## src/rtl/agc_mem_sequencer.sv

```systemverilog
// ---------------------------------------------------------------------------
// agc_mem_sequencer
//   Single-word access sequencer in front of the AGC erasable/fixed data
//   memory. Walks each CPU request through IDLE -> SETUP -> (READ | EDIT ->
//   STROBE) -> DONE. It captures read data, applies CYR/SR/CYL/EDOP editing
//   to writes, rejects writes to fixed memory and suppresses writes to the
//   hard-wired zero register.
//
//   Build option: define MEM_EDIT_EN to enable the editing transforms. When it
//   is undefined, writes pass through unchanged. The EDIT state is still
//   visited, so write timing is identical in both builds.
// ---------------------------------------------------------------------------
module agc_mem_sequencer #(
  parameter logic [11:0] ZERO_ADDR = 12'o0007,
  parameter logic [11:0] EDIT_BASE = 12'o0020
) (
  input  logic        clk,
  input  logic        rst_n,
  input  logic        req,
  input  logic        we,
  input  logic [11:0] addr,
  input  logic [14:0] wdata,
  output logic        ack,
  output logic        busy,
  output logic [14:0] rdata,
  output logic        err,
  output logic [11:0] mem_addr,
  output logic [14:0] mem_wdata,
  output logic        mem_we,
  output logic        mem_tp,
  input  logic [14:0] mem_rdata
);

  typedef enum logic [2:0] {
    S_IDLE,
    S_SETUP,
    S_READ,
    S_EDIT,
    S_STROBE,
    S_DONE
  } state_t;

  state_t      r_state;
  logic        r_we;
  logic [14:0] w_edit_data;
  logic        w_is_fixed;
  logic        w_is_zero;

`ifdef MEM_EDIT_EN
  // Editing-register transform, evaluated on the incoming request so that
  // mem_wdata is already final and stable from SETUP onwards.
  always_comb begin
    // NOTE: default first so every path assigns w_edit_data (no latch).
    w_edit_data = wdata;
    if (addr == EDIT_BASE)                    w_edit_data = {wdata[0], wdata[14:1]};   // CYR
    else if (addr == EDIT_BASE + 12'd1)       w_edit_data = {wdata[14], wdata[14:1]};  // SR
    else if (addr == EDIT_BASE + 12'd2)       w_edit_data = {wdata[13:0], wdata[14]};  // CYL
    else if (addr == EDIT_BASE + 12'd3)       w_edit_data = {7'd0, wdata[14:7]};       // EDOP
  end
`else
  assign w_edit_data = wdata;
`endif

  // Address classification works on the latched address, not the live input.
  assign w_is_fixed = (mem_addr[11:10] != 2'b00);
  assign w_is_zero  = (mem_addr == ZERO_ADDR);

  // Sequencer FSM; every output is a register updated on state transitions.
  always_ff @(posedge clk or negedge rst_n) begin
    if (!rst_n) begin
      r_state   <= S_IDLE;
      r_we      <= 1'b0;
      ack       <= 1'b0;
      busy      <= 1'b0;
      err       <= 1'b0;
      rdata     <= '0;
      mem_addr  <= '0;
      mem_wdata <= '0;
      mem_we    <= 1'b0;
      mem_tp    <= 1'b0;
    end else begin
      // NOTE: ack and mem_tp are single-cycle pulses. Default them low here
      // and raise them only on the transition that enters their state.
      ack    <= 1'b0;
      mem_tp <= 1'b0;
      case (r_state)
        S_IDLE: begin
          if (req) begin
            r_state  <= S_SETUP;
            busy     <= 1'b1;
            err      <= 1'b0;
            r_we     <= we;
            mem_addr <= addr;
            if (we) mem_wdata <= w_edit_data;
          end
        end
        S_SETUP: begin
          if (!r_we) begin
            r_state <= S_READ;
          end else if (w_is_fixed) begin
            r_state <= S_DONE;
            err     <= 1'b1;
            ack     <= 1'b1;
          end else if (w_is_zero) begin
            r_state <= S_DONE;
            ack     <= 1'b1;
          end else begin
            r_state <= S_EDIT;
            mem_we  <= 1'b1;
          end
        end
        S_READ: begin
          rdata   <= w_is_zero ? 15'd0 : mem_rdata;
          r_state <= S_DONE;
          ack     <= 1'b1;
        end
        S_EDIT: begin
          // mem_we has been high for a full cycle before the strobe rises.
          r_state <= S_STROBE;
          mem_tp  <= 1'b1;
        end
        S_STROBE: begin
          r_state <= S_DONE;
          mem_we  <= 1'b0;
          ack     <= 1'b1;
        end
        S_DONE: begin
          // A request seen here is deliberately ignored. It is accepted in
          // the following IDLE cycle if the requester still holds it.
          r_state <= S_IDLE;
          busy    <= 1'b0;
        end
        default: begin
          r_state <= S_IDLE;
          busy    <= 1'b0;
          mem_we  <= 1'b0;
        end
      endcase
    end
  end

endmodule

```

## config.mk

```make
export PLATFORM = sky130hd
export DESIGN_NAME = agc_mem_sequencer
export DESIGN_NICKNAME = d
export VERILOG_FILES = /design/src/rtl/agc_mem_sequencer.sv
export SDC_FILE = /design/constraint.sdc
export NUM_CORES = 1
export LEC_CHECK = 0
export BUFFER_PORTS_ARGS = -buffer_cell sky130_fd_sc_hd__buf_2
export CORE_AREA = 2 2 82 84
export DETAILED_ROUTE_END_ITERATION = 10
export DIE_AREA = 0 0 84 86
export PLACE_DENSITY = 0.62
export SLEW_MARGIN = 20
export SYNTH_ARGS = -nofsm -noshare
export SYNTH_HDL_FRONTEND = slang
export SYNTH_SLANG_ARGS = --single-unit
```

## constraint.sdc

```tcl
create_clock -name clk -period 1.6 [get_ports clk]
set_clock_uncertainty 0.1 [all_clocks]
set_input_delay 0.08 -clock clk [delete_from_list [all_inputs] [get_ports clk]]
set_output_delay 0.08 -clock clk [all_outputs]
set_load 0.05 [all_outputs]
```

Yosys cells after proc, flatten, opt, wreduce, memory -nomap -nowiden
Cells that the tools add are included.
{"block": "totals", "ff_bits": 51, "output_inout_bits": 47, "input_bits": 46, "wordCells": 55}
{"block": "classes", "n_mux": 21, "bitwise_logic": 2, "n_reduce_logical": 11, "n_eq_ne": 11}
{"op": "two-way mux 15 bit", "n": 1}
{"op": "equality test 12 x 3 -> 1 bit (second input constant)", "n": 1}
{"op": "two-way mux 3 bit", "n": 4}
{"op": "case mux 3 bit (4 select lines)", "n": 1}
{"op": "two-way mux 1 bit", "n": 11}
{"op": "inequality test 2 bit (second input constant)", "n": 5}
{"op": "case mux 1 bit (2 select lines)", "n": 4}
{"op": "AND reduction 4 bit", "n": 2}
{"op": "OR reduction 4 bit", "n": 2}
{"op": "equality test 3 x 2 -> 1 bit (second input constant)", "n": 2}
{"op": "equality test 3 bit (second input constant)", "n": 2}
{"op": "AND reduction 2 bit", "n": 2}
{"op": "nonzero test 2 bit", "n": 2}
{"op": "equality test 3 x 1 -> 1 bit (second input constant)", "n": 1}
{"op": "logical NOT 3 bit", "n": 1}
{"op": "AND reduction 3 bit", "n": 1}
{"op": "NOT 1 bit", "n": 2}
{"op": "OR reduction 2 bit", "n": 1}

Longest topological paths before layout
Gate-level depths: netlist (run 1).
{"block": "depth", "ltp_word": 5, "mapped_depth": 7}

Worst setup path before layout (run 1)
Ideal clock, no wire load.
{"block": "synth_timing", "path_type": "register -> register", "start": "register mem_addr[5]", "end": "register rdata[0]", "arrival_time_ps": 1744, "required_ps": 1376, "setup_time_ps": 124, "setup_slack_ps": -367, "stages_incl_launch_ff": 5, "path_buffers": 1, "path_cell_list": "dfrtp_1 > or4_4 > nor4_4 > buf_6 > a21oi_1"}
{"block": "synth_via", "elab_chain_cells": 2}
{"element": "start: declaration", "line_no": "27", "text": "output logic [11:0] mem_addr,"}
{"element": "start signal: assignment", "line_no": "93", "text": "mem_addr <= addr;"}
{"element": "equality test 12 x 3 -> 1 bit", "line_no": "66", "text": "assign w_is_zero = (mem_addr == ZERO_ADDR);"}
{"element": "two-way mux 15 bit", "line_no": "113", "text": "rdata <= w_is_zero ? 15'd0 : mem_rdata;"}
{"element": "end signal: assignment", "line_no": "113"}
{"element": "end: declaration", "line_no": "25", "text": "output logic [14:0] rdata,"}
Every way passes these cells.
A chain may end at the register's enable or synchronous reset.

Worst setup path after layout (run 1)
{"block": "layout_timing", "start": "register mem_addr[5]", "end": "register r_state[2]"}
{"block": "layout_via", "elab_chain_cells": 5}
{"element": "equality test 12 x 3 -> 1 bit", "line_no": "66"}
{"element": "two-way mux 3 bit", "line_no": "104", "text": "end else if (w_is_zero) begin"}
{"element": "two-way mux 3 bit", "line_no": "100", "text": "end else if (w_is_fixed) begin"}
{"element": "two-way mux 3 bit", "line_no": "98", "text": "if (!r_we) begin"}
{"element": "case mux 3 bit (4 select lines)", "line_no": "86", "text": "case (r_state)"}
{"element": "end signal: assignment", "line_no": "99", "text": "r_state <= S_READ;"}
{"element": "end signal: assignment", "line_no": "101", "text": "r_state <= S_DONE;"}
{"element": "end signal: assignment", "line_no": "105", "text": "r_state <= S_DONE;"}
{"element": "end: declaration", "line_no": "43", "text": "state_t r_state;"}
Every way passes these cells.

==> results.md, run 1 <==
* Vias in the first global route at 1,780
* Outcome: finished, violations left
* Sequential-to-total area share from yosys stat at approximately three fifths
* Tot GR Track Use at 13.98%
* Root cell of the clock tree: clkbuf_8
* Max Cap Viol at 0
* Via count at 1,744
* Leakage power at 1.657 nW
* Crit path from: mem_addr[5]
* Worst Tran Pin Value at 0.2652 ns
* Gpl congestion at 0.7168
* Syn avg cell area at 14.12 µm²
* Worst-case vdd ir drop at 1206 µV
* Inserted Clock Buffers at 5
* Synthesized instance count at 154
* Antenna diodes at 0
* Period utilisation layout at 102.4%
* CP endpoint kind: flop
* Critical path data arrival time at 1.78 ns
* Seq cells post-synth at 51
* Max incr delay on CP at 0.54 ns
* Max Buffers Root-to-Sink at 2
* Routed len/inst at 12.95 µm
* Synth Area in Compound Gates at just under 8%
* Worst slew margin relative to its limit at 82.26%
* Setup TNS at -0.3619 ns
* Critical-path top delay cell: or4_4
* Req. time, crit path at 1.74 ns
* Worst Hold Depth at 3
* I/O Pins at 93
* Crit path max fanout at 19
* Initial antenna violation count at 0
* Hold Vio Cnt, Final at 0
* Number of synthesis warnings at 0
* Area of the core at 0.006277 mm²
* End of the worst register-to-register path: r_state[2]
* DP HPWL at 3262 µm
* Crit-path cells: or4_4, nor4_4, buf_12, a221o_1
* DIE AREA at 0.007224 mm²
* Hold Path Origin: req
* Grt total ovfl at 0
* Distinct cells, synth at 32
* Area post-placement at 0.002864 mm²
* Die Y at between 80 and 90 µm
* Layout cells sized above 1 at between 50% and 60%
* Commonest non-fill, non-tap cell in the layout: buf_2
* Largest family of logic cells by synthesized area: multiplexers
* Final worst setup slack at -0.03790 ns
* Startpoint Class: flop
* Final Setup Violations at 19
* Final WL at around 5000 µm
* Hold path endpoint: r_state[0]
* CTS tree: built
* DR DRC count at 0
* Largest net degree at the start of global routing at 52
* WS Path Type: flop to flop
* Asr flop ratio synth at 100.0%
* H-tree depth at 2
* Placed Instances at 329
* Synth-to-Final Area Change at 58.46%
* DIE WIDTH at around 84 µm
* HP Class: input pin to flop
* Power Total at 0.007835 W
* Initial Util at 34.64%
* Antenna-violating nets left at 0
* Synth top area cells: dfrtp_1 (59%), mux2_2 (9.3%), mux2i_1 (6.9%)
* Worst-Skew Late Latency at 0.30 ns
* Fin nets at 352
* Worst reg2reg startpoint: mem_addr[5]
* Post-synthesis simple-gate area fraction at under 10%
* Via/cell ratio at around 4.5
* Post-Synth Adder-Cell Area at 0%
* Clock transition at path regs at around 0.09 ns
* Synth top area share at between 50% and 60%
* First-pass GRT wire length at just over 8000 µm
* Sink Count at a little over 50
* Design Area, Final at 0.003446 mm²
* Mapped cell area at ~0.0022 mm²
* Maximum clock rate at 610.5 MHz
* Synth Net Count at 200
* # rows at 29
* Post-route insts no fill at 384
* Most frequent cells in the layout: buf_2 (92), dfrtp_1 (48), dlygate4sd3_1 (43)
* Xor/xnor cell area share of the yosys netlist at 0.4028%
* RSZ-0062 raised after global routing: true
* DRT Pass-1 Iters at 6
* Failing checks: negative setup slack
* Final Critical Period at 1.638 ns
* Dominant cell type by area after synthesis: dfrtp_1
* I/O Buffers at 92
* Slew Viols, Final at 0
* EDFF count, synth at 0
* Setup slack, reg-to-reg at -0.04 ns
* Power per standard cell area at between 2000 and 2500 mW/mm²
* Mux contribution to synthesized area at 22.44%
* R2r worst-path depth at 4
* DRT iter0 DRCs at 15
* Primary FF master, synth: dfrtp_1
## where the power goes
group / internal (W) / total [W] / switching (W) / leakage, nW
registers: 0.00194 / 0.00233 / 0.000391 / 0.611
clock network: 0.000466 / 0.000892 / 0.000426 / 0.0581
logic: 0.00156 / 0.00462 / 0.00306 / 0.988
## worst max-delay path: cells and delay by family, from the launching register on
family / cells / cell delay [ns]
AOI/OAI and AO/OA: 1 / 0.14
buffers and inverters: 1 / 0.19
DFF: 1 / 0.41
and+or+nand+nor: 2 / 0.74
## flip-flops by register name (all words and copies together) (netlist names), 3 cells and up
signal and flops:
mem_wdata 15, r_state 3, mem_addr 12, rdata 15
## worst max-delay path by stage
stage,to,slack [ns],cells past startpoint
detailed placement,r_state[2],-0.1,4
finish,r_state[2],-0.04,4
CTS,r_state[2],-0.12,4
floorplan,rdata[0],-0.36,4
global route,r_state[2],-0.11,4
global placement,ack,-0.08,4
## through the flow
stage	hold WS [ns]	setup slack [ns]	utilization [%]
finish	0.01396	-0.03790	54.89
floorplan	-0.3156	-0.3563	-
CTS	0.01070	-0.1235	54.42
detailed placement	-0.009548	-0.09917	45.62
global route	0.05711	-0.1104	54.89
global placement	-0.01058	-0.07903	45.62
## kinds of logic after synthesis
family	Yosys count
AOI/OAI and AO/OA	29
DFF	51
buffers and inverters	14
xor gates and xnor gates	1
muxes	42
and+or+nand+nor	17
## cell usage after synthesis, drive strengths merged, types with 2 or more instances
library cell	count
mux2	27
buf	8
nand2	3
nor2	3
mux2i	15
nor3b	2
a21oi	17
dfrtp	51
inv	4
o22ai	2
clkbuf	2
o2bb2ai	2
o21ai	3
## what timing repair did
| item | 4_1_cts | 5_1_grt |
|---|---|---|
| hold endpoints to repair | 93 | 0 |
| resized for setup | 1 | 0 |
| endpoints found under the setup margin | 34 | 39 |
| pin swaps | 0 | 1 |
| setup buffers | 0 | 4 |
| hold buffers | 43 | 0 |
## cell type report
type,count,area [µm²]
clock inverters,3,43.79
well taps,77,96.34
fillers,527,2831
repair buffers,155,1091
multi-input cells,89,850.8
inverters,4,15.01
flip-flops and latches,51,1280
clock buffers,5,68.82
## metal layers
metal  GRT usage, %  vias up  share of wire, %
li1               -      855                 -
met5              0        -                 0
met2          24.65       60                50
met3          3.657        4               6.1
met4          3.519        0              0.66
met1          17.16      825                43
(Power assumes the default switching activity.)
==> run 2: changes to the inputs <==
--- a/config.mk
+++ b/config.mk
@@ -5,11 +5,14 @@
 export SDC_FILE = /design/constraint.sdc
 export NUM_CORES = 1
 export LEC_CHECK = 0
+export ABC_AREA = 1
 export BUFFER_PORTS_ARGS = -buffer_cell sky130_fd_sc_hd__buf_2
-export CORE_AREA = 2 2 82 84
+export CORE_AREA = 2 2 81 83
 export DETAILED_ROUTE_END_ITERATION = 10
-export DIE_AREA = 0 0 84 86
-export PLACE_DENSITY = 0.62
+export DIE_AREA = 0 0 83 85
+export GPL_TIMING_DRIVEN = 0
+export PLACE_DENSITY = 0.63
+export SETUP_SLACK_MARGIN = 0.4
 export SLEW_MARGIN = 20
 export SYNTH_ARGS = -nofsm -noshare
 export SYNTH_HDL_FRONTEND = slang
==> run 2 against run 1 <==
Against the previous run: sequential power down 3%; register-to-register slack gained 0.20 ns; core utilization increased by 4.0 points; maximum frequency increased by 14%; worst setup slack better by 0.20 ns; largest power group unchanged; routed wire length rose by 21%; die area shrank 2.3%; total power decreased by 0.70%; the run now ends clean; clock power decreased by 19%; flip-flop and latch count stayed put.
==> results.md, run 2 <==
* Antenna diodes at 0
* Tot GR Track Use at ~17%
* Count leader, synth: nand2_1
* Synth-to-Final Area Change at 72.59%
* Root cell of the clock tree: clkbuf_8
* Critical path data arrival time at 1.51 ns
* Primary FF master, synth: dfrtp_1
* DP HPWL at 3572 µm
* Maximum clock rate at 695.1 MHz
* Hold Vio Cnt, Final at 0
* Syn avg cell area at 8.900 µm²
* Vias in the first global route at 2,202
* Final Critical Period at ~1.4 ns
* Req. time, crit path at between 1.5 and 2 ns
* RSZ-0062 raised after global routing: true
* Gpl congestion at 0.7161
* Layout cells sized above 1 at about half
* Most frequent cells in the layout: buf_2 (91), nand2_1 (87), dlygate4sd3_1 (44)
* CP endpoint kind: flop
* Clock transition at path regs at 0.09 ns
* Busiest layer in global routing: met2
* Grt total ovfl at 0
* Sequential share of power at 29.1%
* EDFF count, synth at 0
* Period utilisation layout at approximately nine tenths
* Internal power at 0.003702 W
* DIE AREA at 0.007055 mm²
* Worst-case vdd ir drop at 1600 µV
* Routed len/inst at approximately 12 µm
* Switching fraction of total power at 52.41%
* Inserted Clock Buffers at 5
* Sink Count at a little over 50
* Mapped cell area at 0.002118 mm²
* Grt met1 use at 20.42%
* Die Y at about 85 µm
* Final Setup Violations at 0
* Worst Tran Pin Value at 0.6542 ns
* Dominant cell type by area after synthesis: dfrtp_1
* Comb pwr share at 61.6%
* Distinct cells, synth at 20
* Most frequent CP cell: buf_6
* Worst-Skew Late Latency at 0.29 ns
* DP Worst Slack at approximately 0.09 ns
* Via count at about 2,200
* GR Layer Usage met2 at 31.60%
* Asr flop ratio synth at 100.0%
* Commonest cells in the netlist: nand2_1 (100), dfrtp_1 (51), nand3_1 (33), inv_1 (14)
* DRT Pass-1 Iters at 4
* Design Area, Final at 0.003656 mm²
* First-pass GRT wire length at 10,010 µm
* Fin nets at 449
* Synthesized instance count at 238
* Slew Viols, Final at 0
* Worst slew margin relative to its limit at 56.38%
* WS Path Type: flop to flop
* CTS tree: built
* Final worst setup slack at 0.1614 ns
* HP Class: input pin to flop
* R2r worst-path depth at 8
* Area post-placement at ~0.0028 mm²
* Largest net degree at the start of global routing at 52
* Crit-path cells: nor2_2, nand2_1, buf_4, buf_6, buf_6, buf_6, nor2_2, a21oi_1
* Antenna-violating nets left at 0
* Max incr delay on CP at 0.40 ns
* Via/cell ratio at 4.491
* Synth top area cells: dfrtp_1 (60%), nand2_1 (18%), nand3_1 (7.8%)
* Initial antenna violation count at 0
* Seq cells post-synth at roughly 50
* Power per standard cell area at approximately 2100 mW/mm²
* I/O Buffers at 91
* Critical-path top delay cell: dfrtp_1
* Number of synthesis warnings at 0
* Crit path max fanout at 3
* Outcome: complete, no violations
* Final WL at 6001 µm
* H-tree depth at 2
* Initial Util at 34.14%
* Leakage power at ~1.9 nW
* NetSw at 0.004078 W
* Area of the core at 0.006205 mm²
* DR DRC count at 0
* # rows at 29
* DRT iter0 DRCs at 76
* Synth Net Count at between 200 and 300
* Max Buffers Root-to-Sink at 2
* DIE WIDTH at 83 µm
* Setup TNS at 0 ns
* Clock network fraction of total power at under 10%
* Startpoint Class: flop
* Max Cap Viol at 0
* Synth top area share at between 60 and 70%
* Worst Hold Depth at 3
* Sequential-to-total area share from yosys stat at 60.25%
* Grt met3 use at around 4.4%
* Regs by FF count: mem_wdata x15, rdata x15, mem_addr x12
* I/O Pins at 93
* Commonest non-fill, non-tap cell in the layout: buf_2
run 2: changes by cell type after synthesis, moves of 4 or more:
cell,previous run,this run
mux2i_1,15,0
a21oi_1,17,1
nand2_1,2,100
inv_1,4,14
o21ai_2,0,7
nand3_1,1,33
mux2_2,18,0
nor2_1,3,7
mux2_4,9,0
run 2: per-stage QoR:
step | instances | power (W) | util, % | hold WS (ns)
after floorplan | 238 | 0.005388 | - | -0.3156
after global placement | 406 | 0.006267 | 45.29 | 0.1821
after detailed placement | 406 | 0.006314 | 45.33 | 0.06538
after CTS | 478 | 0.007681 | 58.04 | 0.1171
after global routing | 481 | 0.008278 | 58.92 | 0.1257
final | 481 | 0.007780 | 58.92 | 0.1248
run 2: power groups by stage:
stage	Sequential, W	Combinational (W)	Clock [W]
2_1_floorplan	0.00425	0.00113	0
3_3_place_gp	0.00228	0.00399	0
3_5_place_dp	0.00228	0.00403	0
4_1_cts	0.00225	0.00467	0.000755
5_1_grt	0.00235	0.00511	0.000814
6_report	0.00227	0.00479	0.000719
run 2: final timing paths:
path	start	end	slack (ns)
setup / recovery	r_state[0]	r_state[0]	0.16
setup reg to reg	r_state[0]	r_state[0]	0.16
min in group asynchronous	rst_n	mem_wdata[4]	0.24
hold reg to reg	rdata[2]	rdata[2]	0.38
max in group asynchronous	rst_n	mem_addr[2]	0.67
hold / removal	we	mem_wdata[4]	0.12
run 2: cell type report:
cell class              instances  area, µm²
plain buffers                  10      120.1
clock buffers                   7      76.32
clock inverters                 1      5.005
fillers                       527       2549
inverters                      17      66.31
multi-input cells             160      884.6
flip-flops and latches         51       1292
well taps                      77      96.34
repair buffers                158       1115
run 2: worst max-delay path, delay by kind of cell (launching register included):
| family | cells | cell delay [ns] |
|---|---|---|
| buf+inv | 4 | 0.46 |
| flops | 1 | 0.40 |
| simple gates | 3 | 0.34 |
| compound gates | 1 | 0.04 |
run 2: layer usage:
layer | vias up | share of wire [%]
met2 | 71 | 52
met1 | 1010 | 42
met5 | - | 0
met3 | 4 | 5.6
met4 | 0 | 0.62
li1 | 1075 | -
run 2: kinds of logic (layout without fill, tap and decap cells):
| group | after synthesis | count (layout) | synth area share (%) |
|---|---|---|---|
| AOI/OAI and AO/OA | 14 | 14 | 4.548 |
| buffers and inverters | 27 | 193 | 6.556 |
| DFF | 51 | 51 | 60.25 |
| and+or+nand+nor | 146 | 146 | 28.65 |
run 2: what timing repair did:
action / in CTS / in global routing
gates cloned: 2 / 0
endpoints found under the hold margin: 94 / 0
buffers inserted: 18 / 3
pin swaps: 9 / 3
gates resized for setup: 30 / 11
hold buffers: 44 / 0
endpoints found under the setup margin: 49 / 50
==> run 3: changes to the inputs <==
--- a/config.mk
+++ b/config.mk
@@ -12,7 +12,6 @@
 export DIE_AREA = 0 0 83 85
 export GPL_TIMING_DRIVEN = 0
 export PLACE_DENSITY = 0.63
-export SETUP_SLACK_MARGIN = 0.4
 export SLEW_MARGIN = 20
 export SYNTH_ARGS = -nofsm -noshare
 export SYNTH_HDL_FRONTEND = slang
==> run 3 against run 2 <==
Against the previous run: register-to-register slack worse by 0.03 ns; routed wire length is 5.8% lower; total power is 7.6% lower; flip-flop and latch count stayed put; die area stayed put; cell count is 4.0% lower; final area is 9.6% lower; critical endpoint is now mem_wdata[12]; largest cell class unchanged; highest routed layer unchanged.
==> results.md, run 3 (synthesis results as in run 2) <==
* Clock transition at path regs at about 0.090 ns
* Initial Util at 34.14%
* Gpl congestion at 0.7439
* Crit path max-delay family: simple AND/OR/NAND/NOR gates
* Routed len/inst at 12.24 µm
* Startpoint Class: flop
* First-pass GRT wire length at 9528 µm
* Worst-case vdd ir drop at about 1300 µV
* RSZ-0062 raised after global routing: false
* DIE WIDTH at 83 µm
* Slew Viols, Final at 0
* Req. time, crit path at 1.73 ns
* Final Critical Period at 1.472 ns
* CTS tree: built
* Buf/Inv on CP at 4
* Outcome: complete, no violations
* Worst slew margin relative to its limit at a little under three fifths
* Root cell of the clock tree: clkbuf_8
* Largest net degree at the start of global routing at 52
* Max Buffers Root-to-Sink at 2
* H-tree depth at 2
* Worst Tran Pin Value at 0.6485 ns
* DIE AREA at 0.007055 mm²
* Most frequent cells in the layout: nand2_1 (99), buf_2 (92), dfrtp_1 (49)
* Worst-Skew Late Latency at 0.30 ns
* DRT Pass-1 Iters at 4
* Vias in the first global route at 2,101
* Power per standard cell area at 2175 mW/mm²
* Regs by FF count: mem_wdata x15, rdata x15, mem_addr x12
* Crit-path cells: nor2_4, nand2_2, inv_2, nand2_4, inv_4, buf_8, buf_6, nand3_1, nand2_1
* Maximum clock rate at 679.4 MHz
* Via count at 2,099
* Fill cell count at 569
* DP Worst Slack at -0.02780 ns
* Area of the core at 0.006205 mm²
* WS Path Type: flop to flop
* DRT met1 WL at 2439 µm
* Tot GR Track Use at 16.56%
* Hold Vio Cnt, Final at 0
* DR top layer: met4
* Initial antenna violation count at 0
* Antenna diodes at 0
* HP Class: input pin to flop
* Synth-to-Final Area Change at 56.05%
* Critical-path top delay cell: dfrtp_1
* Routed wl met2 at approximately 2800 µm
* Final WL at about 5700 µm
* Layout cells sized above 1 at 33.51%
* Routed wl met3 at 348 µm
* CP endpoint kind: flop
* Leakage power at 1.809 nW
* Via/cell ratio at 4.543
* Max incr delay on CP at approximately 0.43 ns
* Period utilisation layout at 91.99%
* Fin nets at 430
* Critical path data arrival time at ~1.6 ns
* DR DRC count at 0
* Worst hold slack at 0.08802 ns
* Max Cap Viol at 0
* DP HPWL at between 3000 and 4000 µm
* Grt total ovfl at 0
* DRT iter0 DRCs at 43
* Final Setup Violations at 0
* Sink Count at 51
* Inserted Clock Buffers at 5
* Die Y at 85 µm
* Antenna-violating nets left at 0
* Commonest non-fill, non-tap cell in the layout: nand2_1
* I/O Buffers at 91
* # rows at 29
* Final worst setup slack at 0.1281 ns
* I/O Pins at 93
* Crit path max fanout at 10
-- run 3: power breakdown --
part | internal (W) | switching [W]
Sequential | 0.00190 | 0.000332
Combinational | 0.00106 | 0.00309
Clock | 0.000395 | 0.000400
-- run 3: tightest hold or removal path, cell delays in order --
cell	delay (ns)
buf_1	0.19
nand3_1	0.13
nand2_1	0.05
-- run 3: what timing repair did --
item	in CTS	in global routing
gates cloned	0	1
setup buffers	0	3
hold buffers	44	0
hold endpoints to repair	95	0
setup endpoints to repair	10	39
pin swaps	0	2
resized for setup	1	18
-- run 3: path summary, 6_finish.rpt --
kind / start / endpoint / slack [ns] / cells after the start
min in group asynchronous: rst_n / mem_addr[7] / 0.25 / 2
worst max-delay path: r_state[1] / mem_wdata[12] / 0.13 / 9
worst min-delay path: we / mem_wdata[4] / 0.09 / 3
worst min register to register: mem_wdata[11] / mem_wdata[11] / 0.37 / 2
worst max register to register: r_state[1] / mem_wdata[12] / 0.13 / 9
max in group asynchronous: rst_n / r_state[2] / 0.67 / 2
-- run 3: metrics by stage --
step	area (µm²)	utilization (%)	cells	power (W)	setup TNS, ns
after floorplan	2120	-	238	0.005247	0
after global placement	2671	43.05	406	0.006122	-0.09041
after detailed placement	2674	43.09	406	0.006172	-0.1600
after CTS	3219	51.89	458	0.007073	0
after global routing	3306	53.28	462	0.007651	0
final	3306	53.28	462	0.007189	0
-- run 3: final cells by class --
type	instances	area [µm²]	area share, %
inverter	17	66.31	2.006
timing repair buffer	139	932.1	28.20
sequential	51	1279	38.68
buffer	10	93.84	2.839
tap	77	96.34	2.914
clock buffer	8	100.1	3.028
multi-input combinational	160	738.2	22.33
-- run 3: layer usage --
layer  vias to the layer above  track usage [%]
met5                         -                0
met1                       981            19.66
met4                         0            4.024
met3                         2            4.475
met2                        75            29.91
li1                       1041                -
